`config.mk`:
```
export PLATFORM = sky130hd
export DESIGN_NAME = tpu_sequencer
export DESIGN_NICKNAME = d
export VERILOG_FILES = /design/src/rtl/tpu_ctrl_pkg.sv /design/src/rtl/tpu_step_counter.sv /design/src/rtl/tpu_sequencer.sv
export SDC_FILE = /design/constraint.sdc
export NUM_CORES = 1
export LEC_CHECK = 0
export ABC_AREA = 1
export CORE_ASPECT_RATIO = 2
export CORE_MARGIN = 4
export CORE_UTILIZATION = 40
export DETAILED_ROUTE_END_ITERATION = 8
export GPL_TIMING_DRIVEN = 0
export PLACE_DENSITY_LB_ADDON = 0.08
export SYNTH_ARGS = -nofsm -noshare
export SYNTH_HDL_FRONTEND = slang
export SYNTH_HIERARCHICAL = 1
export SYNTH_SLANG_ARGS = --single-unit
```
`constraint.sdc`:
```
create_clock -name clk -period 4.6 [get_ports clk]
set_clock_uncertainty 0.15 [all_clocks]
set_input_delay 0.46 -clock clk [delete_from_list [all_inputs] [get_ports clk]]
set_output_delay 0.46 -clock clk [all_outputs]
set_load 0.02 [all_outputs]
```
`src/rtl/tpu_ctrl_pkg.sv`:
```
// Shared definitions for the TPU job sequencer: phase encoding, Avalon region offsets and
// the default systolic array dimension.
package tpu_ctrl_pkg;

  localparam int unsigned DefaultDim = 16;

  localparam logic [1:0] RegionControl = 2'b00;
  localparam logic [1:0] RegionWeight  = 2'b01;
  localparam logic [1:0] RegionInput   = 2'b10;

  typedef enum logic [2:0] {
    StIdle,
    StFillW,
    StLoadW,
    StFillD,
    StMult,
    StDrain,
    StDone
  } seq_state_e;

  function automatic logic is_busy_state(seq_state_e s);
    return (s == StFillW) || (s == StLoadW) || (s == StFillD) || (s == StMult) ||
           (s == StDrain);
  endfunction

endpackage

```
`src/rtl/tpu_step_counter.sv`:
```
// Per-phase step counter: synchronous clear, count enable, terminal flag at limit_i - 1.
module tpu_step_counter #(
  parameter int unsigned Width = 6
) (
  input  logic             clk_i,
  input  logic             rst_ni,
  input  logic             clr_i,
  input  logic             en_i,
  input  logic [Width-1:0] limit_i,
  output logic [Width-1:0] count_o,
  output logic             term_o
);

  logic [Width-1:0] cnt_q;

  always_ff @(posedge clk_i or negedge rst_ni) begin
    if (!rst_ni) begin
      cnt_q <= '0;
    end else if (clr_i) begin
      cnt_q <= '0;
    end else if (en_i) begin
      cnt_q <= cnt_q + 1'b1;
    end
  end

  assign count_o = cnt_q;
  assign term_o  = (cnt_q == limit_i - 1'b1);

endmodule

```
`src/rtl/tpu_sequencer.sv`:
```
// Runs one matrix-multiply job on the systolic array: weight fill, weight load, data fill,
// multiply and result drain, with fixed phase lengths derived from the array dimension.
module tpu_sequencer
  import tpu_ctrl_pkg::*;
#(
  parameter int unsigned WIDTH_HEIGHT = DefaultDim,
  parameter int unsigned ADDR_WIDTH   = 8
) (
  input  logic                  clk,
  input  logic                  reset,
  input  logic                  start,
  input  logic                  abort,
  input  logic [ADDR_WIDTH-1:0] base_w_in,
  input  logic [ADDR_WIDTH-1:0] base_d_in,
  input  logic [ADDR_WIDTH-1:0] base_o_in,
  output logic                  wr_en_fifo,
  output logic                  fifo_sel,
  output logic [ADDR_WIDTH-1:0] rd_addr,
  output logic                  load_en_weight,
  output logic                  mult_en,
  output logic                  wr_en_output,
  output logic [ADDR_WIDTH-1:0] wr_addr_output,
  output logic                  busy,
  output logic                  done,
  output logic                  overrun
);

  localparam int unsigned CntW = $clog2(2 * WIDTH_HEIGHT) + 1;

  seq_state_e state_q, state_d;

  logic [ADDR_WIDTH-1:0] base_w_q, base_d_q, base_o_q;
  logic                  wr_en_fifo_q, fifo_sel_q, load_en_weight_q, mult_en_q;
  logic                  wr_en_output_q, busy_q, done_q, overrun_q;
  logic [ADDR_WIDTH-1:0] rd_addr_q, wr_addr_output_q;

  logic            cnt_clr, cnt_term;
  logic [CntW-1:0] cnt, cnt_limit, cnt_next;
  logic [ADDR_WIDTH-1:0] step_off;
  logic            start_accept;

  tpu_step_counter #(
    .Width (CntW)
  ) u_step_counter (
    .clk_i   (clk),
    .rst_ni  (reset),
    .clr_i   (cnt_clr),
    .en_i    (1'b1),
    .limit_i (cnt_limit),
    .count_o (cnt),
    .term_o  (cnt_term)
  );

  always_comb begin
    state_d = state_q;
    unique case (state_q)
      StIdle:  if (start) state_d = StFillW;
      StFillW: if (cnt_term) state_d = StLoadW;
      StLoadW: if (cnt_term) state_d = StFillD;
      StFillD: if (cnt_term) state_d = StMult;
      StMult:  if (cnt_term) state_d = StDrain;
      StDrain: if (cnt_term) state_d = StDone;
      StDone:  state_d = StIdle;
      default: state_d = StIdle;
    endcase
    if (abort) begin
      state_d = StIdle;
    end
  end

  assign start_accept = (state_q == StIdle) && start && !abort;
  assign cnt_clr      = (state_d != state_q);
  assign cnt_limit    = (state_q == StMult) ? CntW'(2 * WIDTH_HEIGHT) : CntW'(WIDTH_HEIGHT);
  // Offset the registered addresses by the step index the next state will hold.
  assign cnt_next     = cnt_clr ? '0 : cnt + 1'b1;
  assign step_off     = ADDR_WIDTH'(cnt_next);

  always_ff @(posedge clk or negedge reset) begin
    if (!reset) begin
      state_q          <= StIdle;
      base_w_q         <= '0;
      base_d_q         <= '0;
      base_o_q         <= '0;
      wr_en_fifo_q     <= 1'b0;
      fifo_sel_q       <= 1'b0;
      load_en_weight_q <= 1'b0;
      mult_en_q        <= 1'b0;
      wr_en_output_q   <= 1'b0;
      busy_q           <= 1'b0;
      done_q           <= 1'b0;
      overrun_q        <= 1'b0;
      rd_addr_q        <= '0;
      wr_addr_output_q <= '0;
    end else begin
      state_q          <= state_d;
      wr_en_fifo_q     <= (state_d == StFillW) || (state_d == StFillD);
      fifo_sel_q       <= (state_d == StFillD);
      load_en_weight_q <= (state_d == StLoadW);
      mult_en_q        <= (state_d == StMult);
      wr_en_output_q   <= (state_d == StDrain);
      busy_q           <= is_busy_state(state_d);
      done_q           <= (state_d == StDone);

      if (start_accept) begin
        base_w_q <= base_w_in;
        base_d_q <= base_d_in;
        base_o_q <= base_o_in;
      end

      if (start_accept) begin
        overrun_q <= 1'b0;
      end else if (start && (state_q != StIdle)) begin
        overrun_q <= 1'b1;
      end

      // The first weight address comes straight from the port; bases latch on this same edge.
      if (state_d == StFillW) begin
        rd_addr_q <= (state_q == StIdle) ? base_w_in : base_w_q + step_off;
      end else if (state_d == StFillD) begin
        rd_addr_q <= base_d_q + step_off;
      end

      if (state_d == StDrain) begin
        wr_addr_output_q <= base_o_q + step_off;
      end
    end
  end

  assign wr_en_fifo     = wr_en_fifo_q;
  assign fifo_sel       = fifo_sel_q;
  assign rd_addr        = rd_addr_q;
  assign load_en_weight = load_en_weight_q;
  assign mult_en        = mult_en_q;
  assign wr_en_output   = wr_en_output_q;
  assign wr_addr_output = wr_addr_output_q;
  assign busy           = busy_q;
  assign done           = done_q;
  assign overrun        = overrun_q;

endmodule
```
# Word level (Yosys, flattened, before mapping)
# Cells that the tools add are included.
# op_classes
add_sub_neg,5
mul,0
div,0
order_cmp,0
eq_ne,13
shifts,0
mux,15
bitwise,0
reduce_logical,13
# op_table
op,count
$add A8 B6 Y8,3
$mux W8,3
$mux W3,7
$pmux W3 S6,1
$eq A3 B3 Y1 const B,5
$eq A3 B2 Y1 const B,4
$mux W6,2
$add A6 B1 Y6 const B,1
$eq A3 B1 Y1 const B,2
$eq A6 B6 Y1,1
$sub A6 B1 Y6 const B,1
$logic_or A1 B1 Y1,5
$reduce_bool A2 Y1,2
$logic_and A1 B1 Y1,3
$logic_not A3 Y1,1
$ne A3 B3 Y1,1
$reduce_bool A3 Y1,1
$mux W1,2
$logic_not A1 Y1,1
# totals
reg_bits,57
latchBits,0
ramBits,0
rom_bits,0
output_inout_bits,24
mem_count,0

# Logic depth before layout (Yosys ltp)
# Gate-level depths: netlist of the first run.
# depth
word_depth,12
ltp_mapped,29

# Cells and area by module
# Netlist of the first run, hierarchy kept.
# modules_own_cells
mod,instances,cells_each,area_each_um2
tpu_sequencer,1,412,3108.0
tpu_step_counter,1,91,553.0

# Least setup slack after synthesis of the first run
# No wires, ideal clock.
# synth_path
path_type,register to register
start,reg state_q[0]
end,"reg rd_addr_q[6], in the netlist rd_addr[6]"
setup_ns,0.084
arrival_time_ns,3.572
setup_slack_ns,0.794
path_stages_with_launch,28
n_path_buf,0
synth_period_minus_slack_ns,3.806
path_cell_list,dfrtp_1 > nor3_1 > inv_1 > inv_1 > nand2_1 > nand2_1 > nand2_1 > nand2_1 > nand2_1 > nor3_2 > or2_2 > nand2_1 > nand2_1 > nand2_4 > xor2_1 > nor2_1 > inv_2 > nor2_1 > ha_1 > inv_1 > fa_1 > o21ai_0 > nand3b_1 > nand2_1 > nand2_1 > nand3_1 > nand2_1 > a21boi_0
# synth_via
elab_chain_len,12
elab_cells_between_ends,27
# synth_lines
element,line,source
"start, declared",tpu_sequencer.sv:30,"seq_state_e state_q, state_d;"
"start signal, assigned",tpu_sequencer.sv:80,state_q <= StIdle;
"start signal, assigned",tpu_sequencer.sv:95,state_q <= state_d;
$eq A3 B3 Y1 *,tpu_sequencer.sv:73,assign cnt_limit = (state_q == StMult) ? CntW'(2 * WIDTH_HEIGHT) : CntW'(WIDTH_HEIGHT);
$mux W6 *,tpu_sequencer.sv:73,
via cnt_limit[5],tpu_sequencer.sv:38,"logic [CntW-1:0] cnt, cnt_limit, cnt_next;"
$sub A6 B1 Y6 *,tpu_step_counter.sv:27,assign term_o = (cnt_q == limit_i - 1'b1);
$eq A6 B6 Y1 *,tpu_step_counter.sv:27,
via cnt_term,tpu_sequencer.sv:37,"logic cnt_clr, cnt_term;"
$mux W3 (on tied branches),--,
$pmux W3 S6 *,tpu_sequencer.sv:56,unique case (state_q)
$mux W3 *,tpu_sequencer.sv:66,if (abort) begin
$ne A3 B3 Y1 *,tpu_sequencer.sv:72,assign cnt_clr = (state_d != state_q);
via cnt_clr,tpu_sequencer.sv:37,
$mux W6 *,tpu_sequencer.sv:75,assign cnt_next = cnt_clr ? '0 : cnt + 1'b1;
$add A8 B6 Y8 (on tied branches),"tpu_sequencer.sv:120, tpu_sequencer.sv:118",
$mux W8 (on tied branches),"tpu_sequencer.sv:119, tpu_sequencer.sv:118",
$mux W8 *,tpu_sequencer.sv:117,if (state_d == StFillW) begin
"end signal, assigned",tpu_sequencer.sv:118,rd_addr_q <= (state_q == StIdle) ? base_w_in : base_w_q + step_off;
"end signal, assigned",tpu_sequencer.sv:120,rd_addr_q <= base_d_q + step_off;
"end, declared",tpu_sequencer.sv:35,"logic [ADDR_WIDTH-1:0] rd_addr_q, wr_addr_output_q;"
# The timed path passes the listed nets; every way through them passes the cells marked *. The select of a mux whose other input is x is not followed.
# A chain may end at the register's enable or synchronous reset.

# Final worst setup path of the first run
# layout_path
start,reg state_q[0]
end,"reg rd_addr_q[3], in the netlist rd_addr[3]"
# The elaborated chain is that of the path after synthesis.

==> results of run 1 <==
-- area by class of cell --
| cell class | count | area share |
|---|---|---|
| buffer | 7 | 0.00822 |
| clock buffer | 10 | 0.0485 |
| clock inverter | 6 | 0.0175 |
| inverter | 70 | 0.0557 |
| multi-input combinational | 384 | 0.427 |
| sequential | 57 | 0.302 |
| tap | 102 | 0.0270 |
| timing repair buffer | 53 | 0.113 |
-- logic make-up (layout without fill, tap and decap cells) --
| logic type | after synthesis | after routing |
|---|---|---|
| xor+xnor | 17 | 17 |
| buf+inv | 77 | 146 |
| simple gates | 275 | 275 |
| other cells | 2 | 17 |
| flops | 57 | 57 |
| fa+ha+maj | 24 | 24 |
| compound gates | 51 | 51 |
-- where the power goes --
group          internal, W  switching (W)  leakage, nW  total (W)
combinational     0.000169       0.000228         1.64   0.000398
sequential        0.000560      0.0000516        0.725   0.000612
clock             0.000471       0.000235        0.152   0.000705
-- per-layer routing --
layer,vias up,wire [um],global-route usage
met5,-,0,0
met4,0,370,0.0940
met3,29,372,0.0364
met2,70,5380,0.364
met1,1504,3340,0.196
li1,1729,-,-
-- what timing repair did --
| action | 4_1_cts | 5_1_grt |
|---|---|---|
| endpoints found under the setup margin | 0 | 5 |
| hold buffers | 1 | 0 |
| hold endpoints to repair | 22 | 0 |
| resized for setup | 0 | 7 |
| setup buffers | 0 | 0 |
-- how the worst max path moves through the flow --
stage                                   to  depth (start not counted)  slack [ps]
floorplan           rd_addr[6]$_DFFE_PN0P_                         27         790
global placement    rd_addr[6]$_DFFE_PN0P_                         27         100
detailed placement  rd_addr[6]$_DFFE_PN0P_                         27          50
CTS                 rd_addr[6]$_DFFE_PN0P_                         27          70
global route        rd_addr[6]$_DFFE_PN0P_                         27          40
finish              rd_addr[3]$_DFFE_PN0P_                         23         440
-- layout by cell type (no fill, tap or decap), types with 8 or more instances in the layout --
cell type	n
a21oi_1	18
clkbuf_16	9
clkdlybuf4s50_1	50
conb_1	17
dfrtp_1	57
ha_1	21
inv_1	60
inv_2	10
nand2_1	172
nand3_1	37
nor2_1	37
o21ai_0	19
xnor2_1	8
xor2_1	9
-- through the flow --
step           total power [W]  setup WS [ps]
6_report               0.00171            438
5_1_grt                0.00181           40.0
4_1_cts                0.00173           67.0
3_5_place_dp           0.00101           47.4
3_3_place_gp           0.00101           97.4
2_1_floorplan         0.000865            794
-- sequential cells by signal, indices dropped and copies added (netlist names) --
| signal | cells |
|---|---|
| wr_addr_output | 8 |
| fifo_sel | 1 |
| done | 1 |
| u_step_counter/count_o | 6 |
| wr_en_fifo | 1 |
| state_q | 3 |
| load_en_weight | 1 |
| busy | 1 |
| base_o_q | 8 |
| wr_en_output | 1 |
| base_w_q | 8 |
| rd_addr | 8 |
| overrun | 1 |
| base_d_q | 8 |
| mult_en | 1 |
-- worst min-delay path: cells and delay by family (launching register included) --
| kind | cells | cell delay, ps |
|---|---|---|
| DFF | 1 | 350 |
| and+or+nand+nor | 2 | 100 |
==> summary.md, run 1 <==
| Metric | Value |
|---|---|
| Post-Synth XOR/XNOR Area | `0.0407` |
| Crit-path max FO | `8` |
| Period minus WS final | `4160 ps` |
| Pleak | `2.51 nW` |
| Fin. max-slew vios | `0` |
| R2r startpoint | `state_q[0]$_DFF_PN0_` |
| Synth top area cells | `dfrtp_1 (39%), nand2_1 (18%), ha_1 (7.2%)` |
| Diode count | `0` |
| Critical path arrival | `4190 ps` |
| Worst path cell trace | `nor3_4 -> inv_1 -> inv_1 -> nand2_1 -> nand2_1 -> nand2_1 -> nand2_1 -> nand2_1 -> nor3_4 -> or2_2 -> nand2_1 -> nand2_1 -> nand2_4 -> xor2_1 -> nor2_1 -> inv_2 -> nor2_1 -> ha_1 -> nand3_1 -> nand3_1 -> xor2_1 -> o21ai_0 -> nand3_1` |
| Worst slew pin tran | `583 ps` |
| Antenna violations before repair | `0` |
| Min-Delay Endpoint | `base_o_q[2]$_DFFE_PN0P_` |
| Post-synthesis area per instance | `7.28 sq um` |
| Layout Area Growth over Synthesis | `28.9%` |
| Die Wd | `75.7 um` |
| Wirelength per Cell | `13.7 um` |
| Initial Utilization | `0.409` |
| Post-Route Setup TNS | `0 ps` |
| Crit share post-route | `0.905` |
| Clk_lat worst skew | `330 ps` |
| Bufs and invs on worst path | `3` |
| Setup repair after global routing missed its margin | `false` |
| Ys Warns | `6` |
| Die Ht | `143 um` |
| Router iterations before antenna repair | `4` |
| Drt drc | `0` |
| Adder and majority gate portion of the synthesized area | `0.0882` |
| Routability cong. | `0.909` |
| CP dominant cell by count | `nand2_1` |
| Initial DRC Count | `157` |
| First-pass GRT wire length | `15600 um` |
| Worst setup startpoint | `state_q[0]$_DFF_PN0_` |
| # Max-Cap Violations | `0` |
| Global-route usage over all layers | `0.195` |
| I/O pins | `52` |
| Dpl cells | `672` |
| Layout Nets | `634` |
| Worst EP required | `4630 ps` |
| Post-DRT Antenna Nets | `0` |
| Synth Flop Type | `dfrtp_1` |
| CP top delay family | `simple AND/OR/NAND/NOR gates` |
| Storage element area | `1430 sq um` |
| TritonCTS Sinks | `57` |
| Worst rel slew slack | `0.611` |
| Area leader, netlist | `dfrtp_1` |
| Via count | `3332` |
| EDFF count, synth | `0` |
| Post-synthesis mux area share | `0` |
| Synth Area in Compound Gates | `0.0769` |
| Hold wc startpoint | `base_o_q[2]$_DFFE_PN0P_` |
| Final Hold Vio Count | `0` |
| Worst hold margin | `337 ps` |
| Power per cell area | `363 nW/um^2` |
| Vias/cell | `4.84` |
| Post-DP HPWL | `7480 um` |
| Total routed wirelength | `9470 um` |
| Endpoints failing setup | `0` |
| Yosys top cell area share | `0.390` |
| Count of different cell masters after synthesis | `35` |
| Status | `finished, final reports clean` |
| Filler cell count | `899` |
| Worst vdd ir | `250 uV` |
| Synth Register Bits | `57` |
| Share of layout cells above drive strength 1 | `0.0920` |
| Worst Setup End Kind | `flop` |
| FF-to-FF End | `rd_addr[3]$_DFFE_PN0P_` |
| Root Driver | `clkbuf_16` |
| Bufs on Longest Clock Path | `2` |
| Largest family of logic cells by synthesized area | `simple AND/OR/NAND/NOR gates` |
| CTS tree | `done` |
| R2r setup slk | `440 ps` |
| Post-synthesis simple-gate area fraction | `0.320` |
| Max H-tree Level | `3` |
| Synth async-reset ratio | `1.00` |
| Port Buffers | `51` |
| Most frequent cell after synthesis | `nand2_1` |
| R2R depth | `23` |
| Largest net degree at the start of global routing | `36` |
| Die area | `10800 sq um` |
| Core Box Area | `8950 sq um` |
| TritonCTS buffer count | `9` |
| Final core utilization | `0.527` |
| Vias in the first global route | `3384` |
| Finished Layout Cells | `689` |
| Footprint of the multi-input gates | `2020 sq um` |
| Synth top cells by count | `nand2_1 (172), inv_1 (60), dfrtp_1 (57)` |
| Worst path slowest cell | `dfrtp_1` |
| Crit path kind | `flop to flop` |
| Mapped Cells | `503` |
| Hold Path Cell Cnt | `2` |
| Max Freq | `240 MHz` |
| FP Rows | `49` |
| Crit path largest cell delay | `450 ps` |
| Hold Crit Class | `flop to flop` |
| Synth Cell Area | `3660 sq um` |
| Worst-path clk slew | `50 ps` |
| GRT overflow | `0` |
| Register area share after synthesis | `0.390` |
| Final instance area | `4720 sq um` |
| Post-DP Area | `4370 sq um` |
| Startpoint types | `flop` |
Note: power is estimated with default switching activity, not from simulation.
==> inputs of run 2 (changes only) <==
- ABC_AREA: 1 -> default
==> run 2 against run 1 <==
Compared with the run above:
- sequential power is 3% higher
- final area shrank 1.4%
- first-iteration DRC count fell by 25%
- worst setup slack worse by 160 ps
- power is 4.7% higher
- largest cell class unchanged
==> summary.md, run 2 <==
| Metric | Value |
|---|---|
| Status | `finished, final reports clean` |
| Hold Path Cell Cnt | `2` |
| Clock power share | `0.391` |
| Synth Cell Area | `3590 sq um` |
| Post-synthesis mux area share | `0.103` |
| Synth top area cells | `dfrtp_1 (40%), mux2_2 (8.2%), ha_1 (7.3%)` |
| R2R depth | `18` |
| Layout Nets | `489` |
| First-pass GRT wire length | `14700 um` |
| CTS tree | `done` |
| Global-route usage over all layers | `0.184` |
| Hold Crit Class | `flop to flop` |
| Met2 Wirelength | `4870 um` |
| Worst slew pin tran | `815 ps` |
| Commonest non-fill, non-tap cell in the layout | `dfrtp_1` |
| Post-DP Area | `4300 sq um` |
| Die Wd | `75.0 um` |
| Total routed wirelength | `8900 um` |
| Vias/cell | `5.33` |
| Most frequent cell after synthesis | `dfrtp_1` |
| Crit-path max FO | `10` |
| Core Box Area | `8710 sq um` |
| Synth Flop Type | `dfrtp_1` |
| Diode count | `0` |
| R2r startpoint | `state_q[1]$_DFF_PN0_` |
| Worst EP required | `4710 ps` |
| Drt drc | `0` |
| Post-synthesis area per instance | `10.1 sq um` |
| Adder and majority gate portion of the synthesized area | `0.0900` |
| FF-to-FF End | `rd_addr[6]$_DFFE_PN0P_` |
| Power Internal | `0.00127 W` |
| TritonCTS Sinks | `57` |
| Max H-tree Level | `3` |
| Max Freq | `231 MHz` |
| Mapped Cells | `356` |
| Worst rel slew slack | `0.454` |
| Total Power | `0.00180 W` |
| Startpoint types | `flop` |
| R2r setup slk | `280 ps` |
| # Max-Cap Violations | `0` |
| Largest net degree at the start of global routing | `37` |
| Final Hold Vio Count | `0` |
| Setup repair after global routing missed its margin | `false` |
| Comb power frac | `0.259` |
| Synth Register Bits | `57` |
| Final instance area | `4650 sq um` |
| Period minus WS final | `4320 ps` |
| Share of layout cells above drive strength 1 | `0.161` |
| Port Buffers | `51` |
| Metal3 WL | `322 um` |
| Critical path arrival | `4430 ps` |
| Min-Delay Endpoint | `wr_addr_output[0]$_DFFE_PN0P_` |
| Synth Area in Compound Gates | `0.164` |
| Via count | `2891` |
| Ys Warns | `6` |
| Die Ht | `142 um` |
| Filler cell count | `796` |
| Reg power frac | `0.350` |
| FP Rows | `48` |
| Fin. max-slew vios | `0` |
| Most frequent cells in the layout | `dfrtp_1 (57), clkdlybuf4s50_1 (50), o21ai_0 (26), mux2_2 (26), nor2_1 (24)` |
| Antenna violations before repair | `0` |
| Dpl cells | `525` |
| Synth async-reset ratio | `1.00` |
| Post-Synth XOR/XNOR Area | `0.0537` |
| Die area | `10600 sq um` |
| Post-DP HPWL | `7100 um` |
| Routability cong. | `0.831` |
| Crit path kind | `flop to flop` |
| Net Sw Power | `0.000521 W` |
| Clk_lat worst skew | `330 ps` |
| Hold wc startpoint | `wr_addr_output[0]$_DFFE_PN0P_` |
| Register area share after synthesis | `0.398` |
| Wirelength per Cell | `16.4 um` |
| Storage element area | `1430 sq um` |
| Footprint of the multi-input gates | `2110 sq um` |
| Layout Area Growth over Synthesis | `29.7%` |
| Met1 WL | `3320 um` |
| DR top layer | `met4` |
| Endpoints failing setup | `0` |
| Power per cell area | `386 nW/um^2` |
| Worst vdd ir | `218 uV` |
| Area leader, netlist | `dfrtp_1` |
| Yosys top cell area share | `0.398` |
| Router iterations before antenna repair | `4` |
| Pleak | `2.09 nW` |
| Initial DRC Count | `117` |
| EDFF count, synth | `0` |
| I/O pins | `52` |
| Sw frac | `0.290` |
| GRT overflow | `0` |
| Vias in the first global route | `2993` |
| Worst Setup End Kind | `flop` |
| Synth top cells by count | `dfrtp_1 (57), mux2_2 (26), nor2_1 (26), o21ai_0 (26), nand2_1 (22)` |
| Initial Utilization | `0.412` |
| Post-DRT Antenna Nets | `0` |
| Bufs on Longest Clock Path | `2` |
| Finished Layout Cells | `542` |
| Count of different cell masters after synthesis | `59` |
| Largest family of logic cells by synthesized area | `compound AO/OA/AOI/OAI gates` |
| Post-synthesis simple-gate area fraction | `0.152` |
| Worst-path clk slew | `50 ps` |
| Crit share post-route | `0.939` |
| TritonCTS buffer count | `9` |
| Root Driver | `clkbuf_16` |
run 2: cell count changes after synthesis, moves of 6 or more:
cell,change
mux2_2,+26
inv_2,-9
a211oi_1,+10
inv_1,-45
nand2b_1,+12
mux2i_1,+6
o21ai_0,+6
nor2_1,-13
nand2_1,-150
nand3_1,-33
run 2: timing repair:
item | CTS | global route
resized for setup | 1 | 4
setup buffers | 0 | 1
setup endpoints to repair | 2 | 4
endpoints found under the hold margin | 21 | 0
hold buffers | 1 | 0
run 2: layer usage:
layer  vias to the layer above  global-route usage
li1                       1421                   -
met1                      1382               0.197
met2                        66               0.322
met3                        22              0.0404
met4                         0              0.0957
met5                         -                   0
run 2: worst max-delay path: stages (launching register included):
cell and delay, ps:
dfrtp_1 410, buf_2 200, nor2_1 180, nand2_1 140, inv_1 90, xor2_1 180, xnor2_1 150, nor3_2 60
buf_2 170, nor3_1 180, a21oi_1 60, o22a_2 310, nor2_1 440, ha_1 390, o21a_1 130, o31a_1 120
or4_1 490, a31oi_2 270, a221o_1 150
run 2: layout make-up:
class / instances / area share
flip-flops and latches: 57 / 0.307
repair buffers: 54 / 0.117
inverters: 16 / 0.0129
clock buffers: 9 / 0.0484
plain buffers: 12 / 0.0153
well taps: 100 / 0.0269
clock inverters: 7 / 0.0204
multi-input cells: 287 / 0.453
run 2: worst max path at each step:
stage                     cells after the start                 start                     end
after detailed placement                     21  state_q[1]$_DFF_PN0_  rd_addr[6]$_DFFE_PN0P_
final                                        18  state_q[1]$_DFF_PN0_  rd_addr[6]$_DFFE_PN0P_
after global placement                       21  state_q[1]$_DFF_PN0_  rd_addr[6]$_DFFE_PN0P_
after floorplan                              21  state_q[1]$_DFF_PN0_  rd_addr[6]$_DFFE_PN0P_
after CTS                                    20  state_q[1]$_DFF_PN0_  rd_addr[4]$_DFFE_PN0P_
after global routing                         18  state_q[1]$_DFF_PN0_  rd_addr[7]$_DFFE_PN0P_
run 2: cells by family after synthesis:
| family | count (synthesis) |
|---|---|
| compound gates | 87 |
| xor+xnor | 22 |
| fa+ha+maj | 24 |
| buf+inv | 29 |
| flops | 57 |
| mux | 33 |
| other cells | 2 |
| simple gates | 102 |
run 2: power groups by stage:
stage | Sequential, W | Combinational [W] | Clock [W]
6_report | 0.000628 | 0.000465 | 0.000702
5_1_grt | 0.000637 | 0.000518 | 0.000737
4_1_cts | 0.000629 | 0.000464 | 0.000718
3_5_place_dp | 0.000637 | 0.000461 | 0
3_3_place_gp | 0.000636 | 0.000449 | 0
2_1_floorplan | 0.000644 | 0.000286 | 0
run 2: through the flow:
step                hold slack, ps  setup WS (ps)   util  TNS (ps)
finish                         333            280  0.534         0
detailed placement             316           -248  0.494      -400
global route                   360           21.2  0.534         0
CTS                            344           36.4  0.532         0
floorplan                     14.4            690      -         0
global placement               324           -115  0.492      -166
==> inputs of run 3 (changes only) <==
- CORE_MARGIN: 4 -> 5
- TNS_END_PERCENT: default -> 20
==> run 3 against run 2 <==
Compared with the run above:
- clock-buffer cell count increased by 4
- worst setup slack about the same
- power decreased by 2.2%
- largest cell class unchanged
- highest routed layer unchanged
==> summary.md, run 3 (same netlist as run 2, synthesis figures left out) <==
| Metric | Value |
|---|---|
| Share of layout cells above drive strength 1 | `0.161` |
| I/O pins | `52` |
| R2R depth | `18` |
| Layout Nets | `489` |
| Setup WS post-layout | `279 ps` |
| Die Ht | `144 um` |
| Wirelength per Cell | `17.0 um` |
| Vias/cell | `5.29` |
| Crit-path max FO | `10` |
| Port Buffers | `51` |
| Pre-CTS setup slack | `-268 ps` |
| Worst Setup End Kind | `flop` |
| Initial Utilization | `0.404` |
| Period minus WS final | `4320 ps` |
| Worst slew pin tran | `699 ps` |
| Router iterations before antenna repair | `4` |
| Commonest non-fill, non-tap cell in the layout | `dfrtp_1` |
| Critical path arrival | `4440 ps` |
| Most frequent cells in the layout | `dfrtp_1 (57), clkdlybuf4s50_1 (50), o21ai_0 (26), mux2_2 (26)` |
| Initial DRC Count | `90` |
| TritonCTS buffer count | `9` |
| Die Wd | `77.0 um` |
| Hold Crit Class | `input pin to async pin` |
| Vias in the first global route | `3004` |
| Clk_lat worst skew | `330 ps` |
| Worst setup startpoint | `state_q[1]$_DFF_PN0_` |
| Worst vdd ir | `252 uV` |
| TritonCTS Sinks | `57` |
| Hold_buf cts | `0` |
| Global-route usage over all layers | `0.178` |
| Crit share post-route | `0.939` |
| # Max-Cap Violations | `0` |
| Max Freq | `231 MHz` |
| Total routed wirelength | `9260 um` |
| R2r startpoint | `state_q[1]$_DFF_PN0_` |
| Startpoint types | `flop` |
| FP Rows | `49` |
| Diode count | `0` |
| CTS tree | `done` |
| Final Hold Vio Count | `0` |
| Pleak | `2.09 nW` |
| Bufs on Longest Clock Path | `2` |
| Worst-path clk slew | `50 ps` |
| Worst rel slew slack | `0.531` |
| Status | `finished, final reports clean` |
| Max H-tree Level | `3` |
| Layout Area Growth over Synthesis | `29.4%` |
| Routability cong. | `0.843` |
| Power per cell area | `378 nW/um^2` |
| FF-to-FF End | `rd_addr[6]$_DFFE_PN0P_` |
| Endpoints failing setup | `0` |
| Crit path kind | `flop to flop` |
| Post-DRT Antenna Nets | `0` |
| Fin. max-slew vios | `0` |
| R2r setup slk | `280 ps` |
| Core Box Area | `8890 sq um` |
| Post-Route Setup TNS | `0 ps` |
| Post-DP HPWL | `7300 um` |
| Setup repair after global routing missed its margin | `false` |
| Root Driver | `clkbuf_16` |
| First-pass GRT wire length | `15200 um` |
| Largest net degree at the start of global routing | `30` |
| GRT overflow | `0` |
| Worst Setup EP | `rd_addr[6]$_DFFE_PN0P_` |
| Antenna violations before repair | `0` |
| Worst EP required | `4720 ps` |
| Drt drc | `0` |
| Via count | `2877` |
| Die area | `11100 sq um` |
==> run 3: cell count changes in the layout (fill, tap and decap cells not counted), moves of 2 or more <==
cell and change:
clkbuf_1 +3, nor2_1 -2, nor2_4 +2, clkinv_4 -2
==> run 3: through the flow <==
stage / cell area (sq um) / util / instances / total power (W) / hold slack, ps
after floorplan: 3650 / - / 373 / 0.000929 / 14.4
after global placement: 4290 / 0.482 / 526 / 0.00109 / 323
after detailed placement: 4300 / 0.484 / 527 / 0.00110 / 324
after CTS: 4590 / 0.517 / 542 / 0.00176 / 45.9
after global routing: 4640 / 0.522 / 544 / 0.00185 / 79.7
final: 4640 / 0.522 / 544 / 0.00176 / 21.0
==> run 3: how the worst min path moves through the flow <==
stage,to
6_report,busy$_DFF_PN0_
5_1_grt,busy$_DFF_PN0_
4_1_cts,busy$_DFF_PN0_
3_5_place_dp,wr_addr_output[4]$_DFFE_PN0P_
3_3_place_gp,wr_addr_output[2]$_DFFE_PN0P_
2_1_floorplan,base_d_q[0]$_DFFE_PN0P_
==> run 3: area by class of cell <==
type	count	area, sq um
multi-input cells	287	2130
clock buffers	13	250
fillers	823	4250
clock inverters	3	40.0
repair buffers	54	541
inverters	16	60.1
plain buffers	12	71.3
well taps	102	128
flip-flops and latches	57	1430
==> run 3: what timing repair did <==
item	CTS	global route
gates resized for setup	2	8
pin swaps	0	1
endpoints found under the setup margin	5	6
buffers inserted	0	2
==> run 3: critical path, cell delays in order (launching register included) <==
cell     delay, ps
dfrtp_1        410
buf_2          200
nor2_2         140
nand2_1        130
inv_1           90
xor2_1         180
xnor2_1        150
nor3_2          60
buf_2          180
nor3_1         200
a21oi_1         80
o22a_4         320
nor2_1         380
ha_1           380
o21a_1         140
o31a_1         130
or4_1          480
a31oi_1        290
a221o_1        150
==> run 3: per-layer routing <==
metal	track usage	routed length, um	up-vias
met4	0.0774	251	0
li1	-	-	1428
met3	0.0483	307	15
met1	0.177	3440	1380
met5	0	0	-
met2	0.338	5260	54
==> run 3: where the power goes <==
part / leakage (nW) / switching [W] / internal (W)
sequential: 0.721 / 0.0000592 / 0.000570
clock: 0.144 / 0.000229 / 0.000432
combinational: 1.22 / 0.000233 / 0.000234
